--- src/rtl/tsc_mem_responder_pkg.sv ---
// tsc_mem_responder_pkg: shared state/op encodings and default latency for the TSC memory responder
package tsc_mem_responder_pkg;

    typedef enum logic [1:0] {
        MEMST_IDLE = 2'd0,
        MEMST_WAIT = 2'd1,
        MEMST_RESP = 2'd2
    } memst_t;

    typedef enum logic [1:0] {
        MEMOP_IFETCH = 2'd0,
        MEMOP_LOAD   = 2'd1,
        MEMOP_STORE  = 2'd2
    } memop_t;

    localparam int MEM_DEFAULT_LATENCY = 2;

endpackage

--- src/rtl/tsc_mem_responder_if.sv ---
// tsc_mem_responder_if: CPU-side fetch/load/store request bus; master is the CPU, slave the responder
interface tsc_mem_responder_if #(
    parameter int WORD_W = 16
);
    logic              i_mem_read;
    logic [WORD_W-1:0] i_address;
    logic [WORD_W-1:0] i_data;
    logic              i_ready;
    logic              d_mem_read;
    logic              d_mem_write;
    logic [WORD_W-1:0] d_address;
    logic [WORD_W-1:0] d_wdata;
    logic [WORD_W-1:0] d_rdata;
    logic              d_ready;
    logic              busy;
    logic              proto_err;

    modport master (
        output i_mem_read, i_address, d_mem_read, d_mem_write, d_address, d_wdata,
        input  i_data, i_ready, d_rdata, d_ready, busy, proto_err
    );

    modport slave (
        input  i_mem_read, i_address, d_mem_read, d_mem_write, d_address, d_wdata,
        output i_data, i_ready, d_rdata, d_ready, busy, proto_err
    );
endinterface

--- src/rtl/tsc_mem_array.sv ---
// tsc_mem_array: single-port DEPTH x WORD_W word array, synchronous write, asynchronous read
module tsc_mem_array #(
    parameter int WORD_W = 16,
    parameter int DEPTH  = 256
) (
    input  logic                     clk,
    input  logic                     we,
    input  logic [$clog2(DEPTH)-1:0] addr,
    input  logic [WORD_W-1:0]        wdata,
    output logic [WORD_W-1:0]        rdata
);
    logic [WORD_W-1:0] mem [DEPTH];

    always_ff @(posedge clk)
        if (we) mem[addr] <= wdata;

    assign rdata = mem[addr];
endmodule

--- src/rtl/tsc_mem_responder.sv ---
// tsc_mem_responder: fixed-latency fetch/load/store responder for the TSC CPU over one word array
// Optional MEM_ACCESS_COUNT_EN adds per-type access counters i_cnt/d_rd_cnt/d_wr_cnt.
module tsc_mem_responder
    import tsc_mem_responder_pkg::*;
#(
    parameter int WORD_W  = 16,
    parameter int DEPTH   = 256,
    parameter int LATENCY = MEM_DEFAULT_LATENCY
) (
    input  logic               clk,
    input  logic               reset_n,
    tsc_mem_responder_if.slave bus
`ifdef MEM_ACCESS_COUNT_EN
    ,
    output logic [WORD_W-1:0]  i_cnt,
    output logic [WORD_W-1:0]  d_rd_cnt,
    output logic [WORD_W-1:0]  d_wr_cnt
`endif
);
    localparam int AW = $clog2(DEPTH);

    memst_t            state, state_n;
    memop_t            op, op_n;
    logic [3:0]        cnt;
    logic [AW-1:0]     idx;
    logic [WORD_W-1:0] wdata_q;
    logic [WORD_W-1:0] rdata;
    logic              accept;
    logic              resp;
    logic              proto_q;
    logic              unused_hi;

    always_comb begin
        accept  = state == MEMST_IDLE && (bus.d_mem_write || bus.d_mem_read || bus.i_mem_read);
        op_n    = bus.d_mem_write ? MEMOP_STORE : bus.d_mem_read ? MEMOP_LOAD : MEMOP_IFETCH;
        // WAIT spans LATENCY-1 cycles; leaving at cnt==1 lands the counter on 0 in RESP
        state_n = state == MEMST_IDLE ? (accept ? (LATENCY == 1 ? MEMST_RESP : MEMST_WAIT) : MEMST_IDLE) :
                  state == MEMST_WAIT ? (cnt == 4'd1 ? MEMST_RESP : MEMST_WAIT) : MEMST_IDLE;
    end

    always_ff @(posedge clk) begin
        if (!reset_n) begin
            state   <= MEMST_IDLE;
            op      <= MEMOP_IFETCH;
            cnt     <= '0;
            idx     <= '0;
            wdata_q <= '0;
            proto_q <= 1'b0;
        end else begin
            state <= state_n;
            if (accept) begin
                op      <= op_n;
                cnt     <= 4'(LATENCY - 1);
                idx     <= op_n == MEMOP_IFETCH ? bus.i_address[AW-1:0] : bus.d_address[AW-1:0];
                wdata_q <= bus.d_wdata;
                if (bus.d_mem_write && bus.d_mem_read) proto_q <= 1'b1;
            end else if (state == MEMST_WAIT) begin
                cnt <= cnt - 4'd1;
            end
        end
    end

    assign resp          = state == MEMST_RESP;
    assign bus.busy      = state != MEMST_IDLE;
    assign bus.proto_err = proto_q;
    assign bus.i_ready   = resp && op == MEMOP_IFETCH;
    assign bus.d_ready   = resp && op != MEMOP_IFETCH;
    assign bus.i_data    = bus.i_ready ? rdata : '0;
    assign bus.d_rdata   = resp && op == MEMOP_LOAD ? rdata : '0;
    // Upper address bits alias onto the array index by design
    assign unused_hi     = ^{bus.i_address[WORD_W-1:AW], bus.d_address[WORD_W-1:AW]};

    // Gating with reset_n keeps a store aborted by reset in its RESP cycle from committing
    tsc_mem_array #(
        .WORD_W (WORD_W),
        .DEPTH  (DEPTH)
    ) u_array (
        .clk   (clk),
        .we    (resp && op == MEMOP_STORE && reset_n),
        .addr  (idx),
        .wdata (wdata_q),
        .rdata (rdata)
    );

`ifdef MEM_ACCESS_COUNT_EN
    always_ff @(posedge clk) begin
        if (!reset_n) begin
            i_cnt    <= '0;
            d_rd_cnt <= '0;
            d_wr_cnt <= '0;
        end else if (resp) begin
            i_cnt    <= i_cnt + WORD_W'(op == MEMOP_IFETCH);
            d_rd_cnt <= d_rd_cnt + WORD_W'(op == MEMOP_LOAD);
            d_wr_cnt <= d_wr_cnt + WORD_W'(op == MEMOP_STORE);
        end
    end
`endif
endmodule

--- src/flat_wrapper.sv ---
// flat-port wrapper written by rule: the top's interface ports become plain ports
module tsc_mem_responder_flat import tsc_mem_responder_pkg::*;
#(
    parameter int WORD_W  = 16,
    parameter int DEPTH   = 256,
    parameter int LATENCY = MEM_DEFAULT_LATENCY
)
  (clk, reset_n, bus_i_mem_read, bus_i_address, bus_d_mem_read, bus_d_mem_write, bus_d_address, bus_d_wdata, bus_i_data, bus_i_ready, bus_d_rdata, bus_d_ready, bus_busy, bus_proto_err);
  tsc_mem_responder_if #(.WORD_W(WORD_W)) bus_i ();
  input  logic clk;
  input  logic reset_n;
  input wire logic [$bits(bus_i.i_mem_read)-1:0] bus_i_mem_read;
  input wire logic [$bits(bus_i.i_address)-1:0] bus_i_address;
  input wire logic [$bits(bus_i.d_mem_read)-1:0] bus_d_mem_read;
  input wire logic [$bits(bus_i.d_mem_write)-1:0] bus_d_mem_write;
  input wire logic [$bits(bus_i.d_address)-1:0] bus_d_address;
  input wire logic [$bits(bus_i.d_wdata)-1:0] bus_d_wdata;
  output wire logic [$bits(bus_i.i_data)-1:0] bus_i_data;
  output wire logic [$bits(bus_i.i_ready)-1:0] bus_i_ready;
  output wire logic [$bits(bus_i.d_rdata)-1:0] bus_d_rdata;
  output wire logic [$bits(bus_i.d_ready)-1:0] bus_d_ready;
  output wire logic [$bits(bus_i.busy)-1:0] bus_busy;
  output wire logic [$bits(bus_i.proto_err)-1:0] bus_proto_err;
  assign bus_i.i_mem_read = bus_i_mem_read;
  assign bus_i.i_address = bus_i_address;
  assign bus_i.d_mem_read = bus_d_mem_read;
  assign bus_i.d_mem_write = bus_d_mem_write;
  assign bus_i.d_address = bus_d_address;
  assign bus_i.d_wdata = bus_d_wdata;
  assign bus_i_data = bus_i.i_data;
  assign bus_i_ready = bus_i.i_ready;
  assign bus_d_rdata = bus_i.d_rdata;
  assign bus_d_ready = bus_i.d_ready;
  assign bus_busy = bus_i.busy;
  assign bus_proto_err = bus_i.proto_err;
  tsc_mem_responder #(.WORD_W(WORD_W), .DEPTH(DEPTH), .LATENCY(LATENCY)) u_core (.clk(clk), .reset_n(reset_n), .bus(bus_i));
endmodule
--- config.mk ---
export PLATFORM = sky130hd
export DESIGN_NAME = tsc_mem_responder_flat
export DESIGN_NICKNAME = d
export VERILOG_FILES = /design/src/rtl/tsc_mem_responder_pkg.sv /design/src/rtl/tsc_mem_responder_if.sv /design/src/rtl/tsc_mem_array.sv /design/src/rtl/tsc_mem_responder.sv /design/src/flat_wrapper.sv
export SDC_FILE = /design/constraint.sdc
export NUM_CORES = 2
export LEC_CHECK = 0
export CAP_MARGIN = 0
export CORE_UTILIZATION = 55
export DETAILED_ROUTE_END_ITERATION = 8
export PLACE_DENSITY = 0.74
export SLEW_MARGIN = 20
export SYNTH_ARGS = -nofsm -noshare
export SYNTH_HDL_FRONTEND = slang
export SYNTH_SLANG_ARGS = --single-unit
--- constraint.sdc ---
create_clock -name clk -period 4.51 [get_ports clk]
set_clock_uncertainty 0.1 [all_clocks]
set_input_delay 0.902 -clock clk [delete_from_list [all_inputs] [get_ports clk]]
set_output_delay 0.902 -clock clk [all_outputs]
set_load 0.03 [all_outputs]
---- Yosys cells after proc, flatten, opt, wreduce, memory -nomap -nowiden ----
Memory sizes are Yosys's and may differ from the RTL's. A register that Yosys moved wholly into a read port is not among the register bits.
Index checks and enable logic that the tools add are counted.
word-level totals
  flip-flop bits (word level) ............. 33
  latch bits .............................. 0
  memory bits (read-only) ................. 0
  logic and storage cells ................. 47
  input port bits ......................... 53
  memory bits (writable) .................. 4096
  memories ................................ 1
  output and inout bits ................... 36
memory list
  name                depth  bits a word  read ports  clocked after memory_dff  write ports  RTL line             source
  u_core.u_array.mem  256    16           1           1                         1            tsc_mem_array.sv:12  logic [WORD_W-1:0] mem [DEPTH];
cells by class
  bitwise operators ....................... 1
  order comparisons ....................... 0
  add/sub/neg operators ................... 1
  eq/ne operators ......................... 5
  shifts and indexed selects .............. 0
  $mul .................................... 0
  div/mod/pow operators ................... 0
  multiplexer cells ....................... 15
  reduce and logical (&&, ||, !) cells .... 17
operator list
  operator                                                            number
  16-bit two-way mux                                                  2
  8-bit two-way mux                                                   3
  2-bit two-way mux                                                   4
  1-bit logical AND                                                   7
  2-bit zero test                                                     3
  1-bit two-way mux                                                   6
  2-bit nonzero test                                                  3
  2-bit by 1-bit == test with 1-bit output, second input constant     2
  2-bit == test, second input constant                                2
  4-bit by 1-bit == test with 1-bit output, second input constant     1
  4-bit by 1-bit subtractor with 4-bit output, second input constant  1
  1-bit logical OR                                                    2
  2-bit AND reduction                                                 1
  2-bit OR reduction                                                  1
  1-bit NOT                                                           1

---- Depth between registers and ports, before layout ----
  depth in word-level cells ............... 6
  mapped depth ............................ 12
  gate-level depth less buffers ........... 6

---- By module ----
From an unflattened synthesis, not the netlist that was laid out.
unflattened totals
  cells, all modules ...................... 6916
  area total of the unflattened synthesis .. 156761.6 µm²
modules (own cells, without submodules)
  module             cells each  area an instance (µm²)  sequential area each (µm²)  instances
  tsc_mem_array      6711        155078.7                122998.0                    1
  tsc_mem_responder  205         1682.9                  660.6                       1

---- Least setup slack after synthesis ----
Ideal clock, no wire load.
  path type ............................... register to register
  start ................................... register u_core.wdata_q[0]
  end ..................................... memory u_core.u_array.mem[0][0], data pin
  required time ........................... 3.554 ns
  buffers on the path ..................... 0
  slack ................................... 0.157 ns
  setup time .............................. 0.856 ns
  stages on the path, launching flop included .. 1
  data arrival time ....................... 3.397 ns
  period minus slack after synthesis ...... 4.353 ns
  cell sequence ........................... dfxtp_1
RTL lines
  item                    RTL line                 source
  from (decl)             tsc_mem_responder.sv:26  logic [WORD_W-1:0] wdata_q;
  from (signal assigned)  tsc_mem_responder.sv:55  wdata_q <= bus.d_wdata;
  to (decl)               tsc_mem_array.sv:12
No word-level cell before the write port.

==> impl_metrics.json <==
{
  "status": "complete, but fails checks",
  "violations": "setup timing",
  "cts_max_level": 5,
  "hold_class": "reg2reg",
  "clock_sinks": 4137,
  "fmax_mhz": 185,
  "postLayoutCoreUtil_pct": 66.1,
  "worst_slew_margin_rel_pct": 22.5,
  "clock_latency_ps": 960,
  "rows": 197,
  "leakage_nw": 61.2,
  "ios": 89,
  "initial_core_util_pct": 55.3,
  "die-area_mm2": 0.292,
  "crit_path_frequent_cell": "buf_12",
  "syn_inst": 7234,
  "grt_antenna_before_repair": 18,
  "area_delta_synth_final_pct": 19.6,
  "clkTransAtPathRegs_ps": 60,
  "cts_tree": "yes",
  "cp_num_buf_inv": 6,
  "dr.pass1.iters": 8,
  "cpPeakStageDelay_ps": 830,
  "critical_path_class": "reg2out",
  "grt_overflow": 0,
  "multi_input_area_mm2": 0.0351,
  "yosys_warnings": 0,
  "cp_slowest_cell": "o211ai_1",
  "dr_total_vias": 86000,
  "stdcell_count": 12500,
  "reg2reg_from": "u_core.idx[0]",
  "grt_pass1_wl_um": 637000,
  "yosys.area_share.simple_pct": 2.13,
  "ys_seq_area_share_pct": 77.8,
  "end_kind": "output port",
  "seqCellArea_mm2": 0.124,
  "drv_slew": 0,
  "dieWidth_um": 540,
  "port_buffers": 72,
  "place_congestion": 0.905,
  "synth_fa_ha_area_share_pct": 0.0157,
  "finalWorstSetupSlack_ps": -882,
  "final_cell_mix": "4096 x edfxtp_1, 964 x mux4_2, 710 x buf_4",
  "routed_via_density": 6.88,
  "fin_crit_ps": 5390,
  "drc": 0,
  "root_buffer": "clkbuf_16",
  "hold_viol": 0,
  "critPathLaunchType": "flop",
  "ant_nets": 0,
  "worst_path_dominant_cell_family": "compound AO/OA/AOI/OAI gates",
  "nFillCells": 17100,
  "power.density_mw_per_mm2": 466,
  "required_ps": 3510,
  "cts_inserted_buffers": 400,
  "finalNetCount": 8443,
  "synth_ff_type": "edfxtp_1",
  "arrival_ps": 4390,
  "rsz0062_at_grt": "true",
  "period_share_pct": 120,
  "core_area_mm2": 0.288,
  "cts.path.max_buffers": 4,
  "final_common_cell": "edfxtp_1",
  "grt_usage_pct": 31.2,
  "drive_gt1_share_pct": 35.2,
  "peakVddDrop_mv": 0.378,
  "crit_path_max_fanout": 8,
  "drtIter0Drc": 13900,
  "place_inst": 11600,
  "routed_wirelength_um": 463000,
  "postCtsHoldBufs": 0,
  "post_dp_cell_area_mm2": 0.172,
  "final_area_mm2": 0.190,
  "synthesis.area_mm2": 0.159,
  "synth_nets": 7289,
  "synth.area.mux_share_pct": 15.6,
  "synth-compound-area-share_pct": 2.91,
  "post-dp-hpwl_um": 277000,
  "fp.dieH_um": 540,
  "tns_ps": -22450,
  "worst_pin_slew_ps": 1160,
  "holdWs_ps": 411,
  "synth_top_family_by_area": "multiplexers",
  "async_flop_share_pct": 0,
  "hold_start": "u_core.op[1]",
  "synth_edf_count": 4096,
  "synth-xor-area-share_pct": 0.0165,
  "grt_max_degree": 169,
  "yosysUniqueCellTypes": 84,
  "maxCapViolCount": 0,
  "postSynthAreaPerCell_um2": 22.0,
  "finalSetupViolations": 32,
  "wire_per_inst_um": 37.0,
  "ys_seq_elements": 4137,
  "grt_pass1_vias": 84500,
  "crit_chain": "buf_12 > buf_16 > buf_12 > buf_12 > mux4_2 > mux2i_2 > mux2i_4 > o211ai_1 > a2bb2oi_4 > buf_6 > nor3_2 > buf_4"
}
[synthesized netlist by cell type (23+ instances only)]
library cell / instances / area [um^2]
edfxtp_1: 4096 / 123000
mux4_2: 962 / 21700
nor2_1: 329 / 1230
mux2i_1: 261 / 2610
nand2_1: 193 / 724
clkbuf_1: 139 / 522
o22ai_1: 134 / 838
buf_2: 122 / 611
a22oi_1: 109 / 818
buf_4: 79 / 593
a21oi_1: 70 / 350
buf_6: 58 / 653
nand3_1: 57 / 285
nor3_1: 48 / 240
o21ai_0: 44 / 220
dfxtp_1: 41 / 821
a211oi_1: 38 / 285
a221oi_1: 37 / 324
mux2_2: 35 / 394
a31oi_1: 30 / 188
o221ai_1: 26 / 228
a21boi_0: 23 / 173
[repair_timing]
action,CTS,global route
gates resized for setup,362,254
buffers inserted,97,97
setup endpoints to repair,32,32
pin swaps,49,73
cloned,13,10
[registers in the layout, summed over array words and instances, names as in the netlist, named ones only]
name,count
u_core.u_array.mem,4096
u_core.wdata_q,16
u_core.idx,8
u_core.cnt,4
u_core.op,2
u_core.state,2
u_core.bus.proto_err,1
[layer usage]
layer	track usage, %	wire (um)
met3	8.49	61800
met5	0	68
met4	17.0	29200
met2	47.7	216000
met1	41.0	156000
[cells by family (layout without fill, tap and decap cells)]
group / count (synthesis) / in the layout
other cells: 0 / 12
mux: 1262 / 1262
flops: 4137 / 4137
fa+ha+maj: 2 / 2
compound gates: 646 / 646
xor+xnor: 3 / 3
buf+inv: 427 / 1907
simple gates: 757 / 757
[report_power, final]
part           total, mW  switching [mW]  internal [mW]
clock               33.2            14.5           18.8
sequential          43.2           0.323           42.8
combinational       12.4            7.37           5.04
[area by class of cell]
type                       instances  share of cell area [%]
tap                             3781                    2.48
clock inverter                   240                    1.29
multi-input combinational       2670                    18.4
sequential                      4137                    65.1
inverter                          13                  0.0355
timing repair buffer            1166                    7.22
antenna                           12                  0.0158
clock buffer                     488                    5.48
[metrics by stage]
stage | worst slack (ps) | power (mW)
after global routing | -811 | 90.5
after detailed placement | -474 | 54.3
after CTS | -765 | 87.9
after floorplan | 157 | 49.7
final | -882 | 88.8
after global placement | -441 | 54.1
[path summary, 6_finish.rpt]
path,to,slack [ps],cells past startpoint
worst min-delay path,u_core.op[1],410,2
worst max register to register,u_core.u_array.mem[157][5],1120,5
worst min register to register,u_core.op[1],410,2
worst max-delay path,bus_d_rdata[8],-880,12
[worst min-delay path, cell delays in order (launching register included)]
cell	delay, ps
dfxtp_1	340
nand2_1	60
a21boi_0	60
Power figures use the tool's default switching activity.
